File: src/rtl/vga_pkg.sv
// vga_pkg: shared VGA constants, RGB565 colours, the renderer palette and the motion FSM states
package vga_pkg;
  localparam int H_VALID = 640;
  localparam int V_VALID = 480;
  localparam logic [15:0] WHITE   = 16'hFFFF;
  localparam logic [15:0] BLACK   = 16'h0000;
  localparam logic [15:0] RED     = 16'hF800;
  localparam logic [15:0] GREEN   = 16'h07E0;
  localparam logic [15:0] BLUE    = 16'h001F;
  localparam logic [15:0] YELLOW  = 16'hFFE0;
  localparam logic [15:0] CYAN    = 16'h07FF;
  localparam logic [15:0] MAGENTA = 16'hF81F;
  localparam logic [15:0] ORANGE  = 16'hFD20;
  localparam logic [15:0] PALETTE [8] = '{WHITE, RED, GREEN, BLUE, YELLOW, CYAN, MAGENTA, ORANGE};
  typedef enum logic {RUN, PAUSE} run_state_t;
endpackage

File: src/rtl/vga_axis_bounce.sv
// vga_axis_bounce: one-axis stepper that moves an origin by step and bounces at 0 and max
//   org/dir      current origin and direction (1 = increasing)
//   step/max     move size and upper limit of the origin
//   en           apply a move this cycle; otherwise org/dir pass through
//   nxt_org/nxt_dir/bounce  next origin, next direction, edge hit this move
module vga_axis_bounce (
  input  logic [9:0] org,
  input  logic       dir,
  input  logic [3:0] step,
  input  logic [9:0] max,
  input  logic       en,
  output logic [9:0] nxt_org,
  output logic       nxt_dir,
  output logic       bounce
);
  logic [10:0] sum;
  logic        hit_max;
  logic        hit_min;
  assign sum     = {1'b0, org} + {7'd0, step};
  assign hit_max = dir && sum >= {1'b0, max};
  assign hit_min = !dir && org <= {6'd0, step};
  assign bounce  = en && (hit_max || hit_min);
  assign nxt_org = !en ? org : hit_max ? max : hit_min ? 10'd0 : dir ? sum[9:0] : org - {6'd0, step};
  assign nxt_dir = bounce ? !dir : dir;
endmodule

File: src/rtl/vga_text_motion_ctrl.sv
// vga_text_motion_ctrl: bouncing-block origin and palette colour controller, updated only in blanking
//   vga_clk/sys_rst_n        pixel clock, async active-low reset
//   pix_x/pix_y              active-pixel position from the timing generator
//   key_pause/key_color      debounced pulses: toggle RUN/PAUSE, advance palette
//   org_x/org_y/char_color   block origin and RGB565 foreground colour
//   frame_tick               one-cycle pulse after the last active pixel
//   run                      1 while moving
module vga_text_motion_ctrl
  import vga_pkg::*;
#(
  parameter int BLK_W     = 256,
  parameter int BLK_H     = 64,
  parameter int STEP      = 1,
  parameter int FRAME_DIV = 1
) (
  input  logic        vga_clk,
  input  logic        sys_rst_n,
  input  logic [9:0]  pix_x,
  input  logic [9:0]  pix_y,
  input  logic        key_pause,
  input  logic        key_color,
  output logic [9:0]  org_x,
  output logic [9:0]  org_y,
  output logic [15:0] char_color,
  output logic        frame_tick,
  output logic        run
);
  localparam logic [9:0] MAX_X  = 10'(H_VALID - BLK_W);
  localparam logic [9:0] MAX_Y  = 10'(V_VALID - BLK_H);
  localparam logic [9:0] X0     = 10'((H_VALID - BLK_W) / 2);
  localparam logic [9:0] Y0     = 10'((V_VALID - BLK_H) / 2);
  localparam logic [3:0] STP    = 4'(STEP);
  localparam logic [7:0] DIV_M1 = 8'(FRAME_DIV - 1);
  run_state_t state, state_n;
  logic [9:0] org_x_n, org_y_n;
  logic [7:0] frame_cnt, frame_cnt_n;
  logic [2:0] pal_idx, pal_idx_n;
  logic       dx, dy, dx_n, dy_n, bx, by, upd, eof;
  logic       pause_pend, pause_pend_n, color_pend, color_pend_n;
  assign eof = pix_x == 10'(H_VALID - 1) && pix_y == 10'(V_VALID - 1);
  assign upd = frame_tick && state == RUN && frame_cnt == DIV_M1;
  vga_axis_bounce u_ax (
    .org(org_x), .dir(dx), .step(STP), .max(MAX_X), .en(upd),
    .nxt_org(org_x_n), .nxt_dir(dx_n), .bounce(bx)
  );
  vga_axis_bounce u_ay (
    .org(org_y), .dir(dy), .step(STP), .max(MAX_Y), .en(upd),
    .nxt_org(org_y_n), .nxt_dir(dy_n), .bounce(by)
  );
  // A key landing on the tick cycle itself survives into the next frame's pending flag.
  always_comb begin
    state_n      = (frame_tick && pause_pend) ? (state == RUN ? PAUSE : RUN) : state;
    frame_cnt_n  = (frame_tick && state == RUN) ? (upd ? 8'd0 : frame_cnt + 8'd1) : frame_cnt;
    pause_pend_n = frame_tick ? key_pause : pause_pend | key_pause;
    color_pend_n = frame_tick ? key_color : color_pend | key_color;
    pal_idx_n    = pal_idx + 3'(frame_tick && (bx || by || color_pend));
  end
  always_ff @(posedge vga_clk or negedge sys_rst_n)
    if (!sys_rst_n) begin
      state      <= RUN;
      frame_cnt  <= '0;
      pause_pend <= 1'b0;
      color_pend <= 1'b0;
      pal_idx    <= '0;
      dx         <= 1'b1;
      dy         <= 1'b1;
      org_x      <= X0;
      org_y      <= Y0;
      char_color <= WHITE;
      frame_tick <= 1'b0;
      run        <= 1'b1;
    end else begin
      state      <= state_n;
      frame_cnt  <= frame_cnt_n;
      pause_pend <= pause_pend_n;
      color_pend <= color_pend_n;
      pal_idx    <= pal_idx_n;
      dx         <= dx_n;
      dy         <= dy_n;
      org_x      <= org_x_n;
      org_y      <= org_y_n;
      char_color <= PALETTE[pal_idx_n];
      frame_tick <= eof;
      run        <= state_n == RUN;
    end
endmodule

File: config.mk
export PLATFORM = sky130hd
export DESIGN_NAME = vga_text_motion_ctrl
export DESIGN_NICKNAME = d
export VERILOG_FILES = /design/src/rtl/vga_pkg.sv /design/src/rtl/vga_axis_bounce.sv /design/src/rtl/vga_text_motion_ctrl.sv
export SDC_FILE = /design/constraint.sdc
export NUM_CORES = 1
export LEC_CHECK = 0
export BUFFER_PORTS_ARGS = -buffer_cell sky130_fd_sc_hd__buf_2
export CAP_MARGIN = 20
export CORE_MARGIN = 3
export CORE_UTILIZATION = 53
export DETAILED_ROUTE_END_ITERATION = 6
export PLACE_DENSITY = 0.76
export SYNTH_ARGS = -nofsm -noshare
export SYNTH_HDL_FRONTEND = slang
export SYNTH_HIERARCHICAL = 1
export SYNTH_SLANG_ARGS = --single-unit
export TNS_END_PERCENT = 30
File: constraint.sdc
create_clock -name vga_clk -period 3.8 [get_ports vga_clk]
set_input_delay 0.76 -clock vga_clk [delete_from_list [all_inputs] [get_ports vga_clk]]
set_output_delay 0.76 -clock vga_clk [all_outputs]
set_load 0.01 [all_outputs]
==> results of run 1 <==
power groups by stage:
stage | clock network (mW) | registers [mW] | logic (mW)
detailed placement | 0 | 0.459 | 0.201
global placement | 0 | 0.459 | 0.195
CTS | 0.321 | 0.451 | 0.239
global route | 0.340 | 0.451 | 0.301
finish | 0.312 | 0.451 | 0.270
floorplan | 0 | 0.460 | 0.129
layer usage:
metal / wire (um) / GRT usage / part of all wire
met5: 0 / 0 / 0
met4: 234 / 0.09768 / 0.022
met2: 5503 / 0.4589 / 0.51
met3: 705 / 0.03298 / 0.065
met1: 4329 / 0.3133 / 0.40
sequential cells by signal, indices dropped and copies added (netlist names):
| signal | flops |
|---|---|
| org_x | 10 |
| org_y | 10 |
| frame_cnt | 8 |
| char_color | 4 |
| pal_idx | 3 |
| color_pend | 1 |
| dx | 1 |
| dy | 1 |
| frame_tick | 1 |
| pause_pend | 1 |
| run | 1 |
| state | 1 |
cell usage after synthesis (all sizes together), types with 3 or more instances:
cell      n
nand2    21
nand3     9
o22ai     3
o2111ai   4
dfrtp    30
a221o     5
xor2     12
a2bb2oi   6
buf      20
a21o      5
a221oi    8
a2111oi   4
a211o     4
and2      6
nand4     8
xnor2    20
or3       3
nand2b    4
o21ai    17
nor3b     3
clkbuf   11
nor2     23
fa        4
nor3     17
ha       43
dfstp    12
o21bai    7
o221ai    8
o2bb2ai   5
a21oi    18
nor4      4
o211ai    3
a31oi     8
mux2i     4
nor2b     7
inv      54
nand4b    4
worst max-delay path: stages (launching register included):
cell and delay, ns:
sky130_fd_sc_hd__dfrtp_1 0.36, sky130_fd_sc_hd__ha_2 0.18, sky130_fd_sc_hd__inv_2 0.04, sky130_fd_sc_hd__fa_2 0.34, sky130_fd_sc_hd__o21bai_1 0.20, sky130_fd_sc_hd__a21oi_2 0.08, sky130_fd_sc_hd__nand3b_1 0.20, sky130_fd_sc_hd__xnor2_2 0.28
sky130_fd_sc_hd__ha_4 0.26, sky130_fd_sc_hd__a2111oi_4 0.36, sky130_fd_sc_hd__o21ai_2 0.12, sky130_fd_sc_hd__a211oi_2 0.27, sky130_fd_sc_hd__nor3_2 0.07, sky130_fd_sc_hd__nor3_1 0.14, sky130_fd_sc_hd__nor2_1 0.08, sky130_fd_sc_hd__ha_2 0.20
sky130_fd_sc_hd__ha_4 0.18, sky130_fd_sc_hd__xnor2_4 0.23, sky130_fd_sc_hd__and2_4 0.20, sky130_fd_sc_hd__a21oi_2 0.03
timing repair:
action	CTS	global route
endpoints found under the setup margin	5	7
pin swaps	19	23
hold endpoints to repair	0	0
setup buffers	23	7
gates resized for setup	13	26
path summary, 6_finish.rpt:
check / end / slack (ns)
hold / removal: frame_cnt[7]$_DFFE_PN0P_ / 0.49
hold reg to reg: frame_cnt[7]$_DFFE_PN0P_ / 0.49
min in group asynchronous: org_y[8]$_DFF_PN0_ / 0.58
setup / recovery: char_color[9]$_DFF_PN1_ / -0.08
setup reg to reg: char_color[9]$_DFF_PN1_ / -0.08
max in group asynchronous: org_x[1]$_DFF_PN0_ / 2.58
logic make-up after synthesis:
logic type               Yosys count
AO/OA/AOI/OAI                    121
XOR/XNOR                          32
adder cells (fa/ha/maj)           47
buffers and inverters             86
flip-flops                        42
multiplexers                       4
other                              2
AND/OR/NAND/NOR                  119
through the flow:
step | util | area, um2 | hold slack, ns
global placement | 0.6469 | 4717 | 0.4651
finish | 0.7131 | 5200 | 0.4899
floorplan | - | 4247 | 0.4475
global route | 0.7131 | 5200 | 0.5103
CTS | 0.6942 | 5062 | 0.4950
detailed placement | 0.6469 | 4717 | 0.4790
area by class of cell:
cell class	count	area, um2	area share
clock buffer	5	68.82	0.01323
clock inverter	3	23.77	0.004572
inverter	55	206.4	0.03970
multi-input combinational	374	2939	0.5652
sequential	42	1067	0.2052
tap	99	123.9	0.02382
timing repair buffer	119	770.7	0.1482
==> impl_metrics.xml, run 1 <==
<?xml version="1.0" encoding="UTF-8"?>
<metrics>
  <group name="sta">
    <metric name="worst-slew-pin-transition" unit="ns">0.9184</metric>
    <metric name="hold_fails_final_rpt" unit="">0</metric>
    <metric name="final_critical_path_setup_slack" unit="ns">-0.08099</metric>
    <metric name="finalCriticalPeriod" unit="ns">3.881</metric>
    <metric name="achievable-frequency" unit="MHz">257.7</metric>
    <metric name="timing.clock.skew" unit="ns">0.01159</metric>
    <metric name="setup_viol" unit="">4</metric>
    <metric name="unrepaired_setup_endpoints_after_global_routing" unit="">yes</metric>
    <metric name="max-slew-margin-rel" unit="">0.3877</metric>
    <metric name="timing.final.crit_share" unit="">1.021</metric>
    <metric name="setup-tns-final" unit="ns">-0.2973</metric>
    <metric name="maxSlewViolCount" unit="">0</metric>
  </group>
  <group name="logic_synthesis">
    <metric name="synth.mux.area_fraction" unit="">0.009947</metric>
    <metric name="netlist-cell-type-count" unit="">76</metric>
    <metric name="post_synth_instance_area" unit="mm2">0.004025</metric>
    <metric name="yosys-top-cells-area" unit="">sky130_fd_sc_hd__dfrtp_1, sky130_fd_sc_hd__ha_1, sky130_fd_sc_hd__dfstp_2</metric>
    <metric name="synth_edf_count" unit="">0</metric>
    <metric name="ys_dominant_reg_cell" unit="">sky130_fd_sc_hd__dfrtp_1</metric>
    <metric name="synth_top_family_by_area" unit="">compound AO/OA/AOI/OAI gates</metric>
    <metric name="number_of_cells_produced_by_synthesis" unit="">453</metric>
    <metric name="seq_area_frac_synth" unit="">0.2648</metric>
    <metric name="synth_simple_gate_area_share" unit="">0.1697</metric>
    <metric name="synth.ff_latch_count" unit="">42</metric>
    <metric name="synth.top_cell.area_share" unit="">0.1865</metric>
    <metric name="synth_area_leader_cell" unit="">sky130_fd_sc_hd__dfrtp_1</metric>
    <metric name="yosys_warnings" unit="">6</metric>
    <metric name="synthesis.area_per_instance" unit="um2">8.885</metric>
    <metric name="async_flop_share" unit="">1.000</metric>
    <metric name="yosys.area_share.adder" unit="">0.1536</metric>
    <metric name="synth-xor-area-share" unit="">0.06963</metric>
    <metric name="synth-compound-area-share" unit="">0.2334</metric>
  </group>
  <group name="drt">
    <metric name="via_count" unit="">3864</metric>
    <metric name="remaining_drc_errors" unit="">0</metric>
    <metric name="wire_per_inst" unit="um">15.45</metric>
    <metric name="drt_first_pass_iters" unit="">4</metric>
    <metric name="detailedRoute.firstIterationViolations" unit="">173</metric>
    <metric name="final_antenna_net_count" unit="">0</metric>
    <metric name="routed_via_density" unit="">5.544</metric>
    <metric name="drt-total-wl" unit="mm">10.77</metric>
  </group>
  <group name="floorplanning">
    <metric name="placeableCoreArea" unit="mm2">0.007292</metric>
    <metric name="chipWidth" unit="um">93.15</metric>
    <metric name="dieArea" unit="mm2">0.008676</metric>
    <metric name="initial_core_util" unit="">0.5520</metric>
    <metric name="placement_rows" unit="">31</metric>
    <metric name="die_h" unit="um">93.15</metric>
    <metric name="top_level_ports" unit="">62</metric>
  </group>
  <group name="clocking">
    <metric name="numCtsBuffers" unit="">5</metric>
    <metric name="clock_tree.root_cell" unit="">sky130_fd_sc_hd__clkbuf_8</metric>
    <metric name="cts_tree" unit="">yes</metric>
    <metric name="htree_num_levels" unit="">2</metric>
    <metric name="clkSinkCount" unit="">42</metric>
    <metric name="clock_insertion_delay_worst_skew" unit="ns">0.31</metric>
    <metric name="clk_pin_slew_worst_paths" unit="ns">0.10</metric>
    <metric name="cts-hold-fix-buffers" unit="">0</metric>
    <metric name="clock_path_buffers" unit="">2</metric>
  </group>
  <group name="worst_setup_path">
    <metric name="worst_r2r_path_depth" unit="">19</metric>
    <metric name="end_kind" unit="">flop</metric>
    <metric name="rr_startpoint" unit="">org_x[0]$_DFF_PN0_</metric>
    <metric name="criticalPathCategory" unit="">reg -&gt; reg</metric>
    <metric name="critPathLaunchType" unit="">flop</metric>
    <metric name="critical_path_required" unit="ns">4.04</metric>
    <metric name="crit_arrival" unit="ns">4.12</metric>
    <metric name="launch_point_of_the_critical_path" unit="">org_x[0]$_DFF_PN0_</metric>
    <metric name="worst-path-max-fanout" unit="">5</metric>
  </group>
  <group name="finish">
    <metric name="post_route_cells_drive_above_1_share" unit="">0.3261</metric>
    <metric name="layout_common_cells" unit="">sky130_fd_sc_hd__buf_2, sky130_fd_sc_hd__conb_1, sky130_fd_sc_hd__inv_1, sky130_fd_sc_hd__buf_4, sky130_fd_sc_hd__ha_1</metric>
    <metric name="layout_commonest_cell" unit="">sky130_fd_sc_hd__buf_2</metric>
    <metric name="fin_cells" unit="">697</metric>
    <metric name="antenna_cells" unit="">0</metric>
    <metric name="area.growth.synth_to_final" unit="%">29.19</metric>
    <metric name="fillCellCount" unit="">570</metric>
    <metric name="design.final.nets" unit="">668</metric>
  </group>
  <group name="outcome">
    <metric name="run_status" unit="">finished with violations</metric>
    <metric name="failed_checks" unit="">setup timing</metric>
  </group>
  <group name="grt">
    <metric name="grt_pass1_vias" unit="">3910</metric>
    <metric name="grt_first_pass_wirelength" unit="mm">18.00</metric>
    <metric name="overflow" unit="">0</metric>
    <metric name="grt_antenna_before_repair" unit="">0</metric>
    <metric name="grt_start_max_net_pins" unit="">43</metric>
    <metric name="groute.usage.overall" unit="">0.2567</metric>
  </group>
  <group name="job">
    <metric name="drv_cap" unit="">0</metric>
  </group>
  <group name="power">
    <metric name="clock_power_share" unit="">0.302</metric>
    <metric name="power_switching" unit="uW">318.9</metric>
    <metric name="power_frac_comb" unit="">0.262</metric>
    <metric name="netSwitchingFraction" unit="">0.3087</metric>
    <metric name="vdd.ir_drop.worst" unit="uV">162.1</metric>
    <metric name="power.internal" unit="uW">714.1</metric>
    <metric name="part_of_the_power_in_registers" unit="">0.436</metric>
    <metric name="leakage" unit="nW">2.371</metric>
    <metric name="total_power" unit="mW">1.033</metric>
    <metric name="power_density" unit="mW/mm2">198.7</metric>
  </group>
  <group name="min_path">
    <metric name="worstHoldPathType" unit="">reg -&gt; reg</metric>
    <metric name="hold-path-cell-count" unit="">1</metric>
    <metric name="hp-start" unit="">frame_cnt[7]$_DFFE_PN0P_</metric>
  </group>
  <group name="placement">
    <metric name="routabilityCongestion" unit="">0.9528</metric>
    <metric name="detailed_place_hpwl" unit="mm">7.752</metric>
    <metric name="port_buffers" unit="">61</metric>
    <metric name="dp_slack" unit="ns">-0.1849</metric>
    <metric name="dp_cells" unit="">661</metric>
  </group>
</metrics>
Power figures use the tool's default switching activity.
==> run 2: changes to the inputs <==
--- a/config.mk
+++ b/config.mk
@@ -7,7 +7,7 @@
 export LEC_CHECK = 0
 export BUFFER_PORTS_ARGS = -buffer_cell sky130_fd_sc_hd__buf_2
 export CAP_MARGIN = 20
-export CORE_MARGIN = 3
+export CORE_MARGIN = 1.5
 export CORE_UTILIZATION = 53
 export DETAILED_ROUTE_END_ITERATION = 6
 export PLACE_DENSITY = 0.76
==> run 2 against run 1 <==
Net effect: the flow still finishes with violations (setup timing); final cell count shrank 2.4%; die area down 6.3%; sequential share of layout area rose by 0.78 points; worst setup slack better by 0.020 ns; maximum frequency rose by 0.51%.
==> impl_metrics.xml, run 2 (same netlist as run 1, synthesis figures left out) <==
<?xml version="1.0" encoding="UTF-8"?>
<metrics>
  <group name="outcome">
    <metric name="run_status" unit="">finished with violations</metric>
    <metric name="failed_checks" unit="">setup timing</metric>
  </group>
  <group name="worst_setup_path">
    <metric name="end_kind" unit="">flop</metric>
    <metric name="timing.critical_path.max_delay_family" unit="">adder cells</metric>
    <metric name="critPathLaunchType" unit="">flop</metric>
    <metric name="slowest_stage_cell_cp" unit="">sky130_fd_sc_hd__fa_2</metric>
    <metric name="crit_arrival" unit="ns">4.09</metric>
    <metric name="critical_path_required" unit="ns">4.03</metric>
    <metric name="criticalPathCategory" unit="">reg -&gt; reg</metric>
    <metric name="worst-path-max-fanout" unit="">3</metric>
    <metric name="critical-path-max-stage-delay" unit="ns">0.39</metric>
    <metric name="sequence_of_cells_on_the_critical_path" unit="">ha_1, inv_1, fa_2, nor2_2, o311a_4, nand2_4, xnor2_4, ha_4, a2111oi_4, o21ai_2, a211oi_2, nor3_2, nor3_1, nor2_1, ha_2, ha_4, ha_1, nand2_1, o21ai_0</metric>
    <metric name="critical_path_buf_inv_count" unit="">1</metric>
  </group>
  <group name="clocking">
    <metric name="cts-hold-fix-buffers" unit="">0</metric>
    <metric name="clock_path_buffers" unit="">2</metric>
    <metric name="cts_tree" unit="">yes</metric>
    <metric name="clock_tree.root_cell" unit="">sky130_fd_sc_hd__clkbuf_8</metric>
    <metric name="htree_num_levels" unit="">2</metric>
    <metric name="clkSinkCount" unit="">42</metric>
    <metric name="clk_pin_slew_worst_paths" unit="ns">0.09</metric>
    <metric name="clock_insertion_delay_worst_skew" unit="ns">0.30</metric>
    <metric name="numCtsBuffers" unit="">5</metric>
  </group>
  <group name="drt">
    <metric name="met1_length" unit="mm">4.296</metric>
    <metric name="routed.top_layer" unit="">met4</metric>
    <metric name="route.met3.wl" unit="um">369</metric>
    <metric name="routed_via_density" unit="">5.378</metric>
    <metric name="via_count" unit="">3657</metric>
    <metric name="detailedRoute.firstIterationViolations" unit="">160</metric>
    <metric name="drt_first_pass_iters" unit="">4</metric>
    <metric name="remaining_drc_errors" unit="">0</metric>
    <metric name="drt-total-wl" unit="mm">9.857</metric>
    <metric name="final_antenna_net_count" unit="">0</metric>
    <metric name="wire_per_inst" unit="um">14.50</metric>
    <metric name="wl_met2" unit="mm">4.897</metric>
  </group>
  <group name="placement">
    <metric name="detailed_place.area" unit="mm2">0.004762</metric>
    <metric name="dp_slack" unit="ns">-0.1271</metric>
    <metric name="dp_cells" unit="">667</metric>
    <metric name="port_buffers" unit="">61</metric>
    <metric name="detailed_place_hpwl" unit="mm">7.595</metric>
    <metric name="routabilityCongestion" unit="">0.9433</metric>
  </group>
  <group name="sta">
    <metric name="unrepaired_setup_endpoints_after_global_routing" unit="">yes</metric>
    <metric name="finalCriticalPeriod" unit="ns">3.861</metric>
    <metric name="setup_viol" unit="">4</metric>
    <metric name="achievable-frequency" unit="MHz">259.0</metric>
    <metric name="maxSlewViolCount" unit="">0</metric>
    <metric name="timing.final.crit_share" unit="">1.016</metric>
    <metric name="hold_fails_final_rpt" unit="">0</metric>
    <metric name="timing.clock.skew" unit="ns">0.004763</metric>
    <metric name="max-slew-margin-rel" unit="">0.3744</metric>
    <metric name="worst-slew-pin-transition" unit="ns">0.9385</metric>
    <metric name="final_critical_path_setup_slack" unit="ns">-0.06146</metric>
  </group>
  <group name="min_path">
    <metric name="worstHoldPathType" unit="">reg -&gt; reg</metric>
  </group>
  <group name="power">
    <metric name="vdd.ir_drop.worst" unit="uV">191.0</metric>
    <metric name="leakage" unit="nW">2.277</metric>
    <metric name="power_density" unit="mW/mm2">197.9</metric>
  </group>
  <group name="finish">
    <metric name="antenna_cells" unit="">0</metric>
    <metric name="reg.largest.list" unit="">org_x (10), org_y (10), frame_cnt (8)</metric>
    <metric name="area.growth.synth_to_final" unit="%">24.43</metric>
    <metric name="post_route_cells_drive_above_1_share" unit="">0.2840</metric>
    <metric name="fin_cells" unit="">680</metric>
    <metric name="design.final.nets" unit="">651</metric>
    <metric name="layout_commonest_cell" unit="">sky130_fd_sc_hd__buf_2</metric>
    <metric name="layout_common_cells" unit="">sky130_fd_sc_hd__buf_2, sky130_fd_sc_hd__inv_1, sky130_fd_sc_hd__conb_1, sky130_fd_sc_hd__buf_4, sky130_fd_sc_hd__ha_1</metric>
    <metric name="postLayoutCellArea" unit="mm2">0.005009</metric>
  </group>
  <group name="grt">
    <metric name="grt_start_max_net_pins" unit="">43</metric>
    <metric name="grt_pass1_vias" unit="">3587</metric>
    <metric name="overflow" unit="">0</metric>
    <metric name="grt_first_pass_wirelength" unit="mm">16.65</metric>
    <metric name="groute.usage.overall" unit="">0.2497</metric>
    <metric name="grt_antenna_before_repair" unit="">0</metric>
  </group>
  <group name="floorplanning">
    <metric name="dieArea" unit="mm2">0.008126</metric>
    <metric name="placeableCoreArea" unit="mm2">0.007292</metric>
    <metric name="chipWidth" unit="um">90.15</metric>
    <metric name="placement_rows" unit="">31</metric>
    <metric name="initial_core_util" unit="">0.5520</metric>
    <metric name="die_h" unit="um">90.15</metric>
    <metric name="top_level_ports" unit="">62</metric>
  </group>
  <group name="job">
    <metric name="drv_cap" unit="">0</metric>
  </group>
</metrics>
## run 2: cell count changes in the layout (fill, tap and decap cells not counted), moves of 3 or more
| cell | delta |
|---|---|
| sky130_fd_sc_hd__a21oi_1 | +3 |
| sky130_fd_sc_hd__a21oi_2 | -3 |
| sky130_fd_sc_hd__buf_4 | -9 |
| sky130_fd_sc_hd__buf_6 | -8 |
| sky130_fd_sc_hd__ha_1 | +3 |
| sky130_fd_sc_hd__inv_1 | +3 |
| sky130_fd_sc_hd__inv_2 | -3 |
## run 2: cell type report
class | count | area (um2)
Sequential cell | 42 | 1067
Timing Repair Buffer | 102 | 613.1
Clock buffer | 5 | 68.82
Inverter | 55 | 206.4
Clock inverter | 3 | 23.77
Tap cell | 99 | 123.9
Fill cell | 617 | 2283
Multi-Input combinational cell | 374 | 2905
## run 2: power by group
part / switching [mW] / internal (mW) / leakage [nW]
logic: 0.122 / 0.108 / 1.75
clock network: 0.179 / 0.132 / 0.0408
registers: 0.00164 / 0.449 / 0.487
## run 2: worst paths after layout
path | slack [ns] | cells after the start | from | to
worst max-delay path | -0.06 | 19 | org_y[0]$_DFF_PN0_ | char_color[4]$_DFF_PN1_
worst min-delay path | 0.49 | 1 | frame_cnt[7]$_DFFE_PN0P_ | frame_cnt[7]$_DFFE_PN0P_
worst max register to register | -0.06 | 19 | org_y[0]$_DFF_PN0_ | char_color[4]$_DFF_PN1_
worst min register to register | 0.49 | 1 | frame_cnt[7]$_DFFE_PN0P_ | frame_cnt[7]$_DFFE_PN0P_
max in group asynchronous | 2.57 | 1 | sys_rst_n | org_x[1]$_DFF_PN0_
min in group asynchronous | 0.59 | 1 | sys_rst_n | pal_idx[2]$_DFF_PN0_
## run 2: worst register-to-register path, stage by stage (launching register included)
cell and delay [ns]:
sky130_fd_sc_hd__dfrtp_1 0.36, sky130_fd_sc_hd__ha_1 0.16, sky130_fd_sc_hd__inv_1 0.06, sky130_fd_sc_hd__fa_2 0.39, sky130_fd_sc_hd__nor2_2 0.11, sky130_fd_sc_hd__o311a_4 0.19, sky130_fd_sc_hd__nand2_4 0.07, sky130_fd_sc_hd__xnor2_4 0.22
sky130_fd_sc_hd__ha_4 0.24, sky130_fd_sc_hd__a2111oi_4 0.36, sky130_fd_sc_hd__o21ai_2 0.12, sky130_fd_sc_hd__a211oi_2 0.33, sky130_fd_sc_hd__nor3_2 0.07, sky130_fd_sc_hd__nor3_1 0.22, sky130_fd_sc_hd__nor2_1 0.10, sky130_fd_sc_hd__ha_2 0.20
sky130_fd_sc_hd__ha_4 0.27, sky130_fd_sc_hd__ha_1 0.22, sky130_fd_sc_hd__nand2_1 0.06, sky130_fd_sc_hd__o21ai_0 0.08
## run 2: metal layers
metal  track usage  vias to the layer above
met5             0                        -
met4        0.1071                        0
met3       0.03130                       26
met2        0.4249                      104
met1        0.3174                     1702
li1              -                     1825
## run 2: timing repair
action	in CTS	in global routing
pin swaps	4	12
endpoints found under the hold margin	0	0
resized for setup	6	12
cloned	0	0
buffers inserted	2	3
endpoints found under the setup margin	5	5
## run 2: metrics by stage
step	TNS [ns]	hold slack [ns]	total power [mW]	util
after floorplan	0	0.4475	0.5892	-
after global placement	-0.03774	0.4628	0.6558	0.6531
after detailed placement	-0.4270	0.4770	0.6619	0.6531
after CTS	-0.002560	0.4958	0.9813	0.6733
after global routing	-1.034	0.5128	1.047	0.6869
final	-0.1542	0.4905	0.9910	0.6869
==> run 3: changes to the inputs <==
--- a/config.mk
+++ b/config.mk
@@ -11,6 +11,7 @@
 export CORE_UTILIZATION = 53
 export DETAILED_ROUTE_END_ITERATION = 6
 export PLACE_DENSITY = 0.76
+export SETUP_SLACK_MARGIN = 0.02
 export SYNTH_ARGS = -nofsm -noshare
 export SYNTH_HDL_FRONTEND = slang
 export SYNTH_HIERARCHICAL = 1
==> run 3 against run 2 <==
Net effect: the run still ends with setup timing left; critical path depth unchanged; sequential power barely moved; cell area shrank 0.70%; critical endpoint unchanged.
==> impl_metrics.xml, run 3 (same netlist as run 1, synthesis figures left out) <==
<?xml version="1.0" encoding="UTF-8"?>
<metrics>
  <group name="outcome">
    <metric name="run_status" unit="">finished with violations</metric>
    <metric name="failed_checks" unit="">setup timing</metric>
  </group>
  <group name="floorplanning">
    <metric name="placeableCoreArea" unit="mm2">0.007292</metric>
    <metric name="initial_core_util" unit="">0.5520</metric>
    <metric name="die_h" unit="um">90.15</metric>
    <metric name="placement_rows" unit="">31</metric>
    <metric name="dieArea" unit="mm2">0.008126</metric>
    <metric name="chipWidth" unit="um">90.15</metric>
    <metric name="top_level_ports" unit="">62</metric>
  </group>
  <group name="min_path">
    <metric name="worstHoldPathType" unit="">reg -&gt; reg</metric>
    <metric name="hp-start" unit="">frame_cnt[7]$_DFFE_PN0P_</metric>
  </group>
  <group name="sta">
    <metric name="worst-slew-pin-transition" unit="ns">0.9556</metric>
    <metric name="final_critical_path_setup_slack" unit="ns">-0.03742</metric>
    <metric name="setup_viol" unit="">4</metric>
    <metric name="hold_fails_final_rpt" unit="">0</metric>
    <metric name="timing.final.crit_share" unit="">1.010</metric>
    <metric name="finalCriticalPeriod" unit="ns">3.837</metric>
    <metric name="max-slew-margin-rel" unit="">0.3629</metric>
    <metric name="maxSlewViolCount" unit="">0</metric>
    <metric name="unrepaired_setup_endpoints_after_global_routing" unit="">yes</metric>
    <metric name="holdWs" unit="ns">0.5052</metric>
    <metric name="setup-tns-final" unit="ns">-0.1246</metric>
    <metric name="timing.clock.skew" unit="ns">0.009692</metric>
    <metric name="achievable-frequency" unit="MHz">260.6</metric>
  </group>
  <group name="power">
    <metric name="leakage" unit="nW">2.284</metric>
    <metric name="power.internal" unit="uW">684.6</metric>
    <metric name="netSwitchingFraction" unit="">0.3047</metric>
    <metric name="vdd.ir_drop.worst" unit="uV">142.5</metric>
    <metric name="clock_power_share" unit="">0.315</metric>
    <metric name="power_density" unit="mW/mm2">198.0</metric>
    <metric name="part_of_the_power_in_registers" unit="">0.457</metric>
    <metric name="power_switching" unit="uW">300.0</metric>
    <metric name="power_frac_comb" unit="">0.228</metric>
    <metric name="total_power" unit="uW">984.7</metric>
  </group>
  <group name="clocking">
    <metric name="clock_path_buffers" unit="">2</metric>
    <metric name="cts-hold-fix-buffers" unit="">0</metric>
    <metric name="clkSinkCount" unit="">42</metric>
    <metric name="cts_tree" unit="">yes</metric>
    <metric name="clock_tree.root_cell" unit="">sky130_fd_sc_hd__clkbuf_8</metric>
    <metric name="htree_num_levels" unit="">2</metric>
    <metric name="clk_pin_slew_worst_paths" unit="ns">0.09</metric>
    <metric name="numCtsBuffers" unit="">5</metric>
    <metric name="clock_insertion_delay_worst_skew" unit="ns">0.31</metric>
  </group>
  <group name="drt">
    <metric name="detailedRoute.firstIterationViolations" unit="">185</metric>
    <metric name="final_antenna_net_count" unit="">0</metric>
    <metric name="remaining_drc_errors" unit="">0</metric>
    <metric name="wire_per_inst" unit="um">14.94</metric>
    <metric name="routed_via_density" unit="">5.518</metric>
    <metric name="drt-total-wl" unit="mm">10.20</metric>
    <metric name="via_count" unit="">3769</metric>
    <metric name="drt_first_pass_iters" unit="">5</metric>
  </group>
  <group name="placement">
    <metric name="routabilityCongestion" unit="">0.9529</metric>
    <metric name="detailed_place_hpwl" unit="mm">7.818</metric>
    <metric name="port_buffers" unit="">61</metric>
    <metric name="detailed_place.area" unit="mm2">0.004772</metric>
    <metric name="dp_slack" unit="ns">-0.1800</metric>
    <metric name="dp_cells" unit="">668</metric>
  </group>
  <group name="worst_setup_path">
    <metric name="end_kind" unit="">flop</metric>
    <metric name="launch_point_of_the_critical_path" unit="">org_y[0]$_DFF_PN0_</metric>
    <metric name="criticalPathCategory" unit="">reg -&gt; reg</metric>
    <metric name="worst-path-max-fanout" unit="">3</metric>
    <metric name="crit_arrival" unit="ns">4.08</metric>
    <metric name="critPathLaunchType" unit="">flop</metric>
    <metric name="critical_path_required" unit="ns">4.04</metric>
    <metric name="rr_startpoint" unit="">org_y[0]$_DFF_PN0_</metric>
  </group>
  <group name="grt">
    <metric name="groute.usage.overall" unit="">0.2604</metric>
    <metric name="grt_antenna_before_repair" unit="">0</metric>
    <metric name="grt_util_met2" unit="">0.4665</metric>
    <metric name="grt_first_pass_wirelength" unit="mm">17.27</metric>
    <metric name="met3_track_demand_over_resource" unit="">0.03299</metric>
    <metric name="grt_start_max_net_pins" unit="">43</metric>
    <metric name="overflow" unit="">0</metric>
    <metric name="met1_grt_util" unit="">0.3076</metric>
    <metric name="grt.busiest_layer" unit="">met2</metric>
    <metric name="grt_pass1_vias" unit="">3715</metric>
  </group>
  <group name="finish">
    <metric name="layout_common_cells" unit="">sky130_fd_sc_hd__buf_2, sky130_fd_sc_hd__inv_1, sky130_fd_sc_hd__conb_1, sky130_fd_sc_hd__buf_4, sky130_fd_sc_hd__ha_1</metric>
    <metric name="antenna_cells" unit="">0</metric>
    <metric name="reg.largest.list" unit="">org_x (10), org_y (10), frame_cnt (8)</metric>
    <metric name="postLayoutCellArea" unit="mm2">0.004974</metric>
    <metric name="utilization" unit="">0.6821</metric>
    <metric name="post_route_cells_drive_above_1_share" unit="">0.2877</metric>
    <metric name="layout_commonest_cell" unit="">sky130_fd_sc_hd__buf_2</metric>
    <metric name="fin_cells" unit="">683</metric>
    <metric name="fillCellCount" unit="">634</metric>
    <metric name="design.final.nets" unit="">654</metric>
    <metric name="area.growth.synth_to_final" unit="%">23.56</metric>
  </group>
  <group name="job">
    <metric name="drv_cap" unit="">0</metric>
  </group>
</metrics>
## run 3: cell count changes in the layout (fill, tap and decap cells not counted), sizes merged
| cell | change |
|---|---|
| buf | +3 |
## run 3: power groups by stage
stage / Clock (mW) / Sequential, mW / Combinational, mW
after floorplan: 0 / 0.460 / 0.129
after global placement: 0 / 0.458 / 0.203
after detailed placement: 0 / 0.458 / 0.208
after CTS: 0.319 / 0.450 / 0.216
after global routing: 0.336 / 0.451 / 0.251
final: 0.310 / 0.450 / 0.224
## run 3: final timing paths
check | cells past startpoint | end | slack, ns
max | 19 | char_color[4]$_DFF_PN1_ | -0.04
min | 1 | frame_cnt[7]$_DFFE_PN0P_ | 0.51
max reg2reg | 19 | char_color[4]$_DFF_PN1_ | -0.04
min reg2reg | 1 | frame_cnt[7]$_DFFE_PN0P_ | 0.51
max in group asynchronous | 1 | org_x[1]$_DFF_PN0_ | 2.56
min in group asynchronous | 1 | org_y[9]$_DFF_PN0_ | 0.59
## run 3: critical path, cell delays in order, from the launching register on
cell                        delay, ns
sky130_fd_sc_hd__dfrtp_1         0.38
sky130_fd_sc_hd__ha_2            0.18
sky130_fd_sc_hd__inv_1           0.05
sky130_fd_sc_hd__fa_2            0.34
sky130_fd_sc_hd__nor2_1          0.11
sky130_fd_sc_hd__o311a_2         0.19
sky130_fd_sc_hd__nand2_2         0.07
sky130_fd_sc_hd__xnor2_2         0.17
sky130_fd_sc_hd__ha_1            0.28
sky130_fd_sc_hd__a2111oi_2       0.38
sky130_fd_sc_hd__o21ai_1         0.18
sky130_fd_sc_hd__a211oi_2        0.25
sky130_fd_sc_hd__nor3_1          0.08
sky130_fd_sc_hd__nor3_1          0.20
sky130_fd_sc_hd__nor2_1          0.08
sky130_fd_sc_hd__ha_2            0.20
sky130_fd_sc_hd__ha_4            0.23
sky130_fd_sc_hd__buf_4           0.14
sky130_fd_sc_hd__xnor2_1         0.11
sky130_fd_sc_hd__o21ai_0         0.14
## run 3: area by class of cell
cell class	count	area, um2	share of cell area
inverter	55	206.4	0.04151
timing repair buffer	105	635.6	0.1278
clock inverter	3	23.77	0.004780
sequential	42	1067	0.2146
tap	99	123.9	0.02491
multi-input combinational	374	2848	0.5726
clock buffer	5	68.82	0.01384
## run 3: routing by layer
| layer | up-vias | wire (um) |
|---|---|---|
| met5 | - | 0 |
| met4 | 0 | 340 |
| met3 | 27 | 551 |
| met2 | 130 | 5108 |
| met1 | 1782 | 4203 |
| li1 | 1830 | - |
## run 3: what timing repair did
action,CTS,global route
pin swaps,10,6
gates cloned,0,0
buffers inserted,6,1
endpoints found under the hold margin,0,0
gates resized for setup,9,3
setup endpoints to repair,5,6
